--- config.mk ---
export PLATFORM = sky130hd
export DESIGN_NAME = fetch_cache_unit
export DESIGN_NICKNAME = d
export VERILOG_FILES = /design/src/rtl/fetch_pkg.sv /design/src/rtl/fetch_cache_unit_array.sv /design/src/rtl/fetch_cache_unit.sv
export SDC_FILE = /design/constraint.sdc
export NUM_CORES = 2
export LEC_CHECK = 0
export CAP_MARGIN = 20
export CORE_MARGIN = 1
export CORE_UTILIZATION = 55
export DETAILED_ROUTE_END_ITERATION = 16
export GPL_TIMING_DRIVEN = 1
export PLACE_DENSITY = 0.72
export SLEW_MARGIN = 5
export SYNTH_ARGS = -nofsm -noshare
export SYNTH_HDL_FRONTEND = slang
export SYNTH_SLANG_ARGS = --single-unit
--- constraint.sdc ---
create_clock -name Clk -period 12.42 [get_ports Clk]
set_input_delay 1.242 -clock Clk [delete_from_list [all_inputs] [get_ports Clk]]
set_output_delay 1.242 -clock Clk [all_outputs]
set_load 0.02 [all_outputs]
--- src/rtl/fetch_pkg.sv ---
// Shared types and address-geometry helpers for the instruction-fetch cache.
package fetch_pkg;

  localparam int WORD_W = 32;

  typedef enum logic [1:0] {
    RUN       = 2'd0,
    MISS_REQ  = 2'd1,
    MISS_WAIT = 2'd2
  } fetch_state_e;

  // Byte-offset bits within a line (includes the 2 byte-in-word bits).
  function automatic int off_w(input int line_words);
    return 2 + $clog2(line_words);
  endfunction

  function automatic int idx_w(input int num_lines);
    return $clog2(num_lines);
  endfunction

  function automatic int tag_w(input int line_words, input int num_lines);
    return WORD_W - off_w(line_words) - idx_w(num_lines);
  endfunction

endpackage

--- src/rtl/fetch_cache_unit_array.sv ---
// Direct-mapped cache storage: valid bits, tags and line data with
// combinational read by index and a single synchronous line-write port.
module icache_array
  import fetch_pkg::*;
#(
  parameter int LINE_WORDS = 4,
  parameter int NUM_LINES  = 16,
  localparam int IDX_W  = idx_w(NUM_LINES),
  localparam int TAG_W  = tag_w(LINE_WORDS, NUM_LINES),
  localparam int LINE_W = WORD_W * LINE_WORDS
) (
  input  logic              Clk,
  input  logic              Rst_n,
  input  logic [IDX_W-1:0]  rd_idx_i,
  output logic              rd_valid_o,
  output logic [TAG_W-1:0]  rd_tag_o,
  output logic [LINE_W-1:0] rd_line_o,
  input  logic              wr_en_i,
  input  logic [IDX_W-1:0]  wr_idx_i,
  input  logic [TAG_W-1:0]  wr_tag_i,
  input  logic [LINE_W-1:0] wr_line_i
);

  logic [NUM_LINES-1:0] valid_q;
  logic [TAG_W-1:0]     tag_mem  [NUM_LINES];
  logic [LINE_W-1:0]    data_mem [NUM_LINES];

  // Only the valid bits are cleared; stale tags/data are masked by them.
  always_ff @(posedge Clk or negedge Rst_n) begin
    if (!Rst_n) begin
      valid_q <= '0;
    end else if (wr_en_i) begin
      valid_q[wr_idx_i] <= 1'b1;
    end
  end

  always_ff @(posedge Clk) begin
    if (wr_en_i) begin
      tag_mem[wr_idx_i]  <= wr_tag_i;
      data_mem[wr_idx_i] <= wr_line_i;
    end
  end

  assign rd_valid_o = valid_q[rd_idx_i];
  assign rd_tag_o   = tag_mem[rd_idx_i];
  assign rd_line_o  = data_mem[rd_idx_i];

endmodule

--- src/rtl/fetch_cache_unit.sv ---
// Instruction fetch stage: PC, next-PC select, direct-mapped I-cache and line-refill FSM.
// Optional hit/miss performance counters are enabled by defining FETCH_PERF_CNT_EN.
module fetch_cache_unit
  import fetch_pkg::*;
#(
  parameter int          LINE_WORDS = 4,
  parameter int          NUM_LINES  = 16,
  parameter logic [31:0] RESET_PC   = 32'h0000_0000
) (
  input  logic                           Clk,
  input  logic                           Rst_n,
  input  logic                           PCSrc,
  input  logic [31:0]                    branchTarget,
  input  logic                           stall,
  output logic [31:0]                    inst,
  output logic [31:0]                    pcOut,
  output logic                           instValid,
  output logic                           hit,
  output logic                           memReq,
  output logic [31:0]                    memAddr,
  input  logic                           memReady,
  input  logic                           memValid,
  input  logic [WORD_W*LINE_WORDS-1:0]   memData
`ifdef FETCH_PERF_CNT_EN
  ,
  output logic [31:0]                    hitCount,
  output logic [31:0]                    missCount
`endif
);

  localparam int OFF_W  = off_w(LINE_WORDS);
  localparam int IDX_W  = idx_w(NUM_LINES);
  localparam int TAG_W  = tag_w(LINE_WORDS, NUM_LINES);
  localparam int WSEL_W = OFF_W - 2;
  localparam int LINE_W = WORD_W * LINE_WORDS;

  fetch_state_e state_q, state_d;
  logic [31:0]  pc_q, pc_d;
  logic [31:0]  mem_addr_q, mem_addr_d;
  logic         mem_req_q, mem_req_d;

  logic [IDX_W-1:0]  pc_idx, fill_idx;
  logic [TAG_W-1:0]  pc_tag, fill_tag, rd_tag;
  logic [WSEL_W-1:0] pc_word;
  logic              rd_valid, tag_hit, fill_en;
  logic [LINE_W-1:0] rd_line;
  logic [WORD_W-1:0] line_words [LINE_WORDS];
  logic              unused_bt;

  assign pc_idx   = pc_q[OFF_W+IDX_W-1:OFF_W];
  assign pc_word  = pc_q[OFF_W-1:2];
  assign pc_tag   = pc_q[31:OFF_W+IDX_W];
  assign fill_idx = mem_addr_q[OFF_W+IDX_W-1:OFF_W];
  assign fill_tag = mem_addr_q[31:OFF_W+IDX_W];
  assign fill_en  = (state_q == MISS_WAIT) && memValid;
  assign unused_bt = ^branchTarget[1:0];

  icache_array #(
    .LINE_WORDS (LINE_WORDS),
    .NUM_LINES  (NUM_LINES)
  ) u_array (
    .Clk        (Clk),
    .Rst_n      (Rst_n),
    .rd_idx_i   (pc_idx),
    .rd_valid_o (rd_valid),
    .rd_tag_o   (rd_tag),
    .rd_line_o  (rd_line),
    .wr_en_i    (fill_en),
    .wr_idx_i   (fill_idx),
    .wr_tag_i   (fill_tag),
    .wr_line_i  (memData)
  );

  for (genvar gi = 0; gi < LINE_WORDS; gi++) begin : g_word
    assign line_words[gi] = rd_line[gi*WORD_W +: WORD_W];
  end

  assign tag_hit   = (state_q == RUN) && rd_valid && (rd_tag == pc_tag);
  assign hit       = tag_hit;
  assign instValid = tag_hit;
  assign inst      = line_words[pc_word];
  assign pcOut     = pc_q;
  assign memReq    = mem_req_q;
  assign memAddr   = mem_addr_q;

  always_comb begin
    state_d    = state_q;
    mem_addr_d = mem_addr_q;
    case (state_q)
      RUN: begin
        if (!tag_hit) begin
          state_d    = MISS_REQ;
          mem_addr_d = {pc_q[31:OFF_W], {OFF_W{1'b0}}};
        end
      end
      MISS_REQ:  if (memReady) state_d = MISS_WAIT;
      MISS_WAIT: if (memValid) state_d = RUN;
      default:   state_d = RUN;
    endcase
    mem_req_d = (state_d == MISS_REQ);
  end

  // A redirect wins in every state; an in-flight fill still lands at mem_addr_q.
  always_comb begin
    pc_d = pc_q;
    if (PCSrc) begin
      pc_d = {branchTarget[31:2], 2'b00};
    end else if (tag_hit && !stall) begin
      pc_d = pc_q + 32'd4;
    end
  end

  always_ff @(posedge Clk or negedge Rst_n) begin
    if (!Rst_n) begin
      state_q    <= RUN;
      pc_q       <= RESET_PC;
      mem_addr_q <= '0;
      mem_req_q  <= 1'b0;
    end else begin
      state_q    <= state_d;
      pc_q       <= pc_d;
      mem_addr_q <= mem_addr_d;
      mem_req_q  <= mem_req_d;
    end
  end

`ifdef FETCH_PERF_CNT_EN
  logic [31:0] hit_cnt_q, hit_cnt_d;
  logic [31:0] miss_cnt_q, miss_cnt_d;

  always_comb begin
    hit_cnt_d  = hit_cnt_q;
    miss_cnt_d = miss_cnt_q;
    if (tag_hit && !stall && (hit_cnt_q != 32'hFFFF_FFFF)) begin
      hit_cnt_d = hit_cnt_q + 32'd1;
    end
    if ((state_q == RUN) && (state_d == MISS_REQ) && (miss_cnt_q != 32'hFFFF_FFFF)) begin
      miss_cnt_d = miss_cnt_q + 32'd1;
    end
  end

  always_ff @(posedge Clk or negedge Rst_n) begin
    if (!Rst_n) begin
      hit_cnt_q  <= '0;
      miss_cnt_q <= '0;
    end else begin
      hit_cnt_q  <= hit_cnt_d;
      miss_cnt_q <= miss_cnt_d;
    end
  end

  assign hitCount  = hit_cnt_q;
  assign missCount = miss_cnt_q;
`endif

endmodule

* Word-level counts from Yosys, hierarchy flattened *
Memories as Yosys holds them, arrays and structs flattened.
Index checks and enable logic that the tools add are counted.

word-level totals
  bits in registers = 79
  memory bits (writable) = 2432
  input port bits = 166
  output and inout port bits = 99
  word-level logic and storage cells = 43
  memories = 2

cells by class
  $add $sub $neg = 1
  $lt $le $gt $ge = 4
  equality and inequality tests = 4
  mux-type cells = 15
  bitwise operators = 3
  reduce and logical (&&, ||, !) cells = 9

memory list
  memory            depth  width  read ports  clocked after memory_dff  wr ports  line                          source
  u_array.data_mem  16     128    1           0                         1         fetch_cache_unit_array.sv:26  logic [LINE_W-1:0] data_mem [NUM_LINES];
  u_array.tag_mem   16     24     1           0                         1         fetch_cache_unit_array.sv:25  logic [TAG_W-1:0] tag_mem [NUM_LINES];

operators by type and width
  kind                                                        number
  2-to-1 mux 32 bit                                           4
  binary-select mux 32 bit (select 2 bit)                     1
  adder 32 x 3 -> 32 bit, second input constant               1
  == test 24 bit                                              1
  OR 16 bit                                                   1
  less-than comparator 4 x 5 -> 1 bit, second input constant  2
  2-to-1 mux 2 bit                                            3
  one-hot mux 2 bit (3 select lines)                          1
  logical AND 1 bit                                           5
  binary-select mux 1 bit (select 4 bit)                      1
  demux 1 bit (select 4 bit)                                  1
  == test 2 x 1 -> 1 bit, second input constant               2
  >= comparator 4 x 1 -> 1 bit, second input constant         1
  2-to-1 mux 1 bit                                            4
  >= comparator 3 bit, second input constant                  1
  NOT 2 -> 3 bit                                              1
  == test 2 bit, second input constant                        1
  logical NOT 2 bit                                           1
  AND reduction 2 bit                                         1
  nonzero test 2 bit                                          1
  logical NOT 1 bit                                           1
  NOT 1 bit                                                   1

* Logic depth before layout (Yosys ltp) *
  word-level depth = 7
  gate-level depth with buffers = 17
  mapped depth without buffers = 9

* Modules after synthesis *
A second synthesis with hierarchy kept.

unflattened totals
  cell total of the unflattened synthesis = 4332
  area total of the unflattened synthesis = 96568.9 um^2

modules (own cells, without submodules)
  module            times used  cells an instance  area each (um^2)  seq. area each (um^2)
  icache_array      1           3905               92130.9           73430.4
  fetch_cache_unit  1           427                4438.0            1526.5

* Worst setup path after synthesis *
No wires, ideal clock.

  path kind = input to register
  start = in memValid
  end = reg u_array.valid_q[0]
  library setup time = 0.131 ns
  data arrival time = 12.886 ns
  required time = 12.289 ns
  slack = -0.597 ns
  stages on the path = 4
  buffers on the path = 0
  path through = nand2_1 or3_1 nor3_1 or2_2

on the way
  cells in the longest elaborated chain, start to end = 1

RTL lines
  what                           line                          source
  start, declared                fetch_cache_unit.sv:22        input logic memValid,
  logical AND 1 bit              fetch_cache_unit.sv:55        assign fill_en = (state_q == MISS_WAIT) && memValid;
  end signal, assigned           fetch_cache_unit_array.sv:31  valid_q <= '0;
  end signal, assigned by index  fetch_cache_unit_array.sv:33  valid_q[wr_idx_i] <= 1'b1;
  end, declared                  fetch_cache_unit_array.sv:24  logic [NUM_LINES-1:0] valid_q;

No other way between the ends.
A chain may end at the register's enable or synchronous reset.

* Final worst setup path *
  start = reg pc_q[6], in the netlist pcOut[6]
  end = out instValid

on the way
  cells in the longest elaborated chain, start to end = 4
  elaborated cells between the ends (all ways) = 6
  classes of those cells = eq/ne: 1; mux: 2; reduce/logical: 2; memory: 1

RTL lines
  what                                                          line                     source
  start, declared                                               fetch_cache_unit.sv:38   logic [31:0] pc_q, pc_d;
  start signal, assigned                                        fetch_cache_unit.sv:121  pc_q <= pc_d;
  branches (longest 3 deep; another with memory (16 x 24 bit))  -
  logical AND 1 bit (*)                                         fetch_cache_unit.sv:78   assign tag_hit = (state_q == RUN) && rd_valid && (rd_tag == pc_tag);
  end, declared                                                 fetch_cache_unit.sv:17   output logic instValid,

Mark *: on every way between the ends. The select of a mux whose other input is x is not followed.

==> flow_summary.toml <==
[synth]
synth_top_cell_by_area = "edfxtp_1"
synth_area_leaders = "edfxtp_1 (75%), mux4_2 (17%), dfrtp_1 (2.0%), mux2i_1 (1.0%), mux2_2 (0.49%)"
synth_cell_types = 76
ys_warn_count = 0
yosysMostFrequentCell = "edfxtp_1"
synthCells = 4086
synth_area_per_cell_um2 = 23.7
synth_flop_cell = "edfxtp_1"
async_flop_share_pct = 3.07
synth_area_mm2 = 0.0970
synth-edff-count = 2432
synth_top_area_share_pct = 75.3
ys_seq_area_share_pct = 77.3
yosys-top-cells-count = "edfxtp_1 (2432), mux4_2 (720), clkbuf_1 (119), mux2i_1 (99), dfrtp_1 (77)"
synth.ff_latch_count = 2509

[final_layout]
num-nets-final = 4599
syn_to_final_growth_pct = 13.4
drive_gt1_share_pct = 26.5
stdcell_area_mm2 = 0.110
stdcell_count = 6967

[routing]
drtAntennaViolNets = 0
avgViaCountPerCell = 6.55
vias = 45600
dr.pass1.iters = 5
routed_wl_mm = 228
wire_per_inst_um = 32.7
drc = 0
drt_iter0_markers = 5713

[sta]
whs_ns = 0.264
drv_slew = 0
slew_headroom_pct = 22.1
rsz0062_at_grt = "no"
hold_violations = 0
fin_crit_sh_pct = 65.4
setup_viol = 0
fin_worst_skew_ns = 0.0404
tightest_slew_ns = 1.17
fmax_mhz = 123
tns_ns = 0
layout_min_cycle_time_ns = 8.12

[floorplanning]
start_util_pct = 55.6
rows = 153
die_area_mm2 = 0.178
die_x_um = 422
core_area_mm2 = 0.175
ios = 265
die_y_um = 422

[global_route]
grtUsageTotal_pct = 25.8
antenna_found_initial = 52
grt_pass1_wl_mm = 328
overflow = 0
grt_max_degree = 154
grt_pass1_vias = 46100

[clock_network]
clock_path_buffers = 3
cts_hold_buf = 0
cts_max_level = 4
clk_pin_slew_ns = 0.06
cts_setup_buffers = 0
cts_root_buf = "clkbuf_16"
cts_tree = "yes"
ctsResizeCount = 0
numCtsBuffers = 233
cts_num_sinks = 2509
clock_latency_ns = 0.87

[worst_setup_path]
crit_path_top_delay_cell = "nor4_4"
cpPeakStageDelay_ns = 0.82
cp_cell_sequence = "buf_4, buf_4, mux2i_1, a22o_1, a221oi_1, xnor2_1, o32ai_1, or4b_4, nor4_4, clkdlybuf4s50_1"
end_kind = "primary output"
cp-start-kind = "flop"
worst_ep_required_time_ns = 11.18
crit_fanout = 54
criticalPathCategory = "reg2out"
worst_path_most_repeated_cell = "buf_4"
critPathArrivalTime_ns = 6.88

[placement]
dpl.hpwl_mm = 114
dp_cells = 6521
place_congestion = 0.903
placed_area_mm2 = 0.102
io_buffer_count = 256

[power]
peakVddDrop_mv = 0.188
powerDensity_mw_per_mm2 = 172
p_leak_uw = 0.0347

[worst_hold_path]
min_path_type = "in2async"

[job]
maxCapViolCount = 0

[status]
status = "complete, no violations"
==> cells by family (layout without fill, tap and decap cells) <==
family | Yosys count | after routing | share of synthesized area (%)
AOI/OAI and AO/OA | 176 | 176 | 1.34
buffers and inverters | 249 | 789 | 1.24
DFF | 2509 | 2509 | 77.3
muxes | 874 | 874 | 18.6
xor gates and xnor gates | 14 | 14 | 0.126
adders and majority gates | 1 | 1 | 0.0129
and+or+nand+nor | 262 | 262 | 1.45
other | 1 | 17 | 0.00387
==> registers in the layout, indices dropped and copies added, names as in the netlist <==
register	cells
u_array.tag_mem	384
u_array.data_mem	2048
memAddr	28
memReq	1
state_q	2
u_array.valid_q	16
pcOut	30
==> worst max-delay path: cells and delay by family (launching register included) <==
kind | cells | cell delay, ns
AOI/OAI and AO/OA | 3 | 1.26
buffers and inverters | 3 | 2.19
and+or+nand+nor | 2 | 1.38
xor gates and xnor gates | 1 | 0.16
DFF | 1 | 0.79
muxes | 1 | 0.16
==> through the flow <==
step	utilization [%]	total power, uW	setup WS [ns]
after detailed placement	58.6	12100	5.07
after global placement	58.6	12100	5.09
after floorplan	-	11200	3.65
after CTS	63.0	19000	4.16
final	63.0	18900	4.30
after global routing	63.0	19500	4.09
==> layout make-up <==
type	instances	area (um2)
Tap cell	2325	2910
Clock inverter	136	1350
Clock buffer	298	6210
Timing Repair Buffer	335	3410
Multi-Input combinational cell	1333	21000
Antenna cell	11	27.5
Fill cell	11300	64600
Sequential cell	2509	75000
Inverter	20	82.6
==> final timing paths <==
kind                                  endpoint                start  depth (start not counted)  slack (ns)
hold reg to reg            u_array.valid_q[11]  u_array.valid_q[11]                          1        0.47
min in group Clk           u_array.valid_q[11]  u_array.valid_q[11]                          1        0.47
hold / removal             u_array.valid_q[14]                Rst_n                          1        0.26
max in group asynchronous             pcOut[2]                Rst_n                          2       10.86
setup reg to reg                      pcOut[5]             pcOut[6]                         11        6.14
setup / recovery                     instValid             pcOut[6]                         10        4.30
==> layout by cell type (no fill, tap or decap), drive strengths merged, types with 16 or more instances in the layout <==
cell              n
a22o             22
a22oi            19
buf              80
bufinv           20
clkbuf          298
clkdlybuf4s50   255
clkinv          104
dfrtp            77
edfxtp         2432
inv              26
mux2             43
mux2i            99
mux4            732
nand2            61
nand3            23
nor2             51
nor3             17
o21ai            26
or2              19
or3              17
or4              16
==> layer usage <==
metal,part of all wire [%],wire [um],vias to the layer above,track usage [%]
met5,0.14,329,-,0
met4,2.7,6140,48,8.16
li1,-,-,18400,-
met2,50,114000,2171,41.9
met1,39,87700,24600,35.2
met3,8.7,19800,408,5.85
==> where the power goes <==
part	leakage [uW]	internal [uW]	total (uW)	switching [uW]
sequential	0.0228	9700	10000	307
clock	0.00369	3950	7000	3050
combinational	0.00823	872	1920	1040
total	0.0347	14500	18900	4400
(Power assumes the default switching activity.)
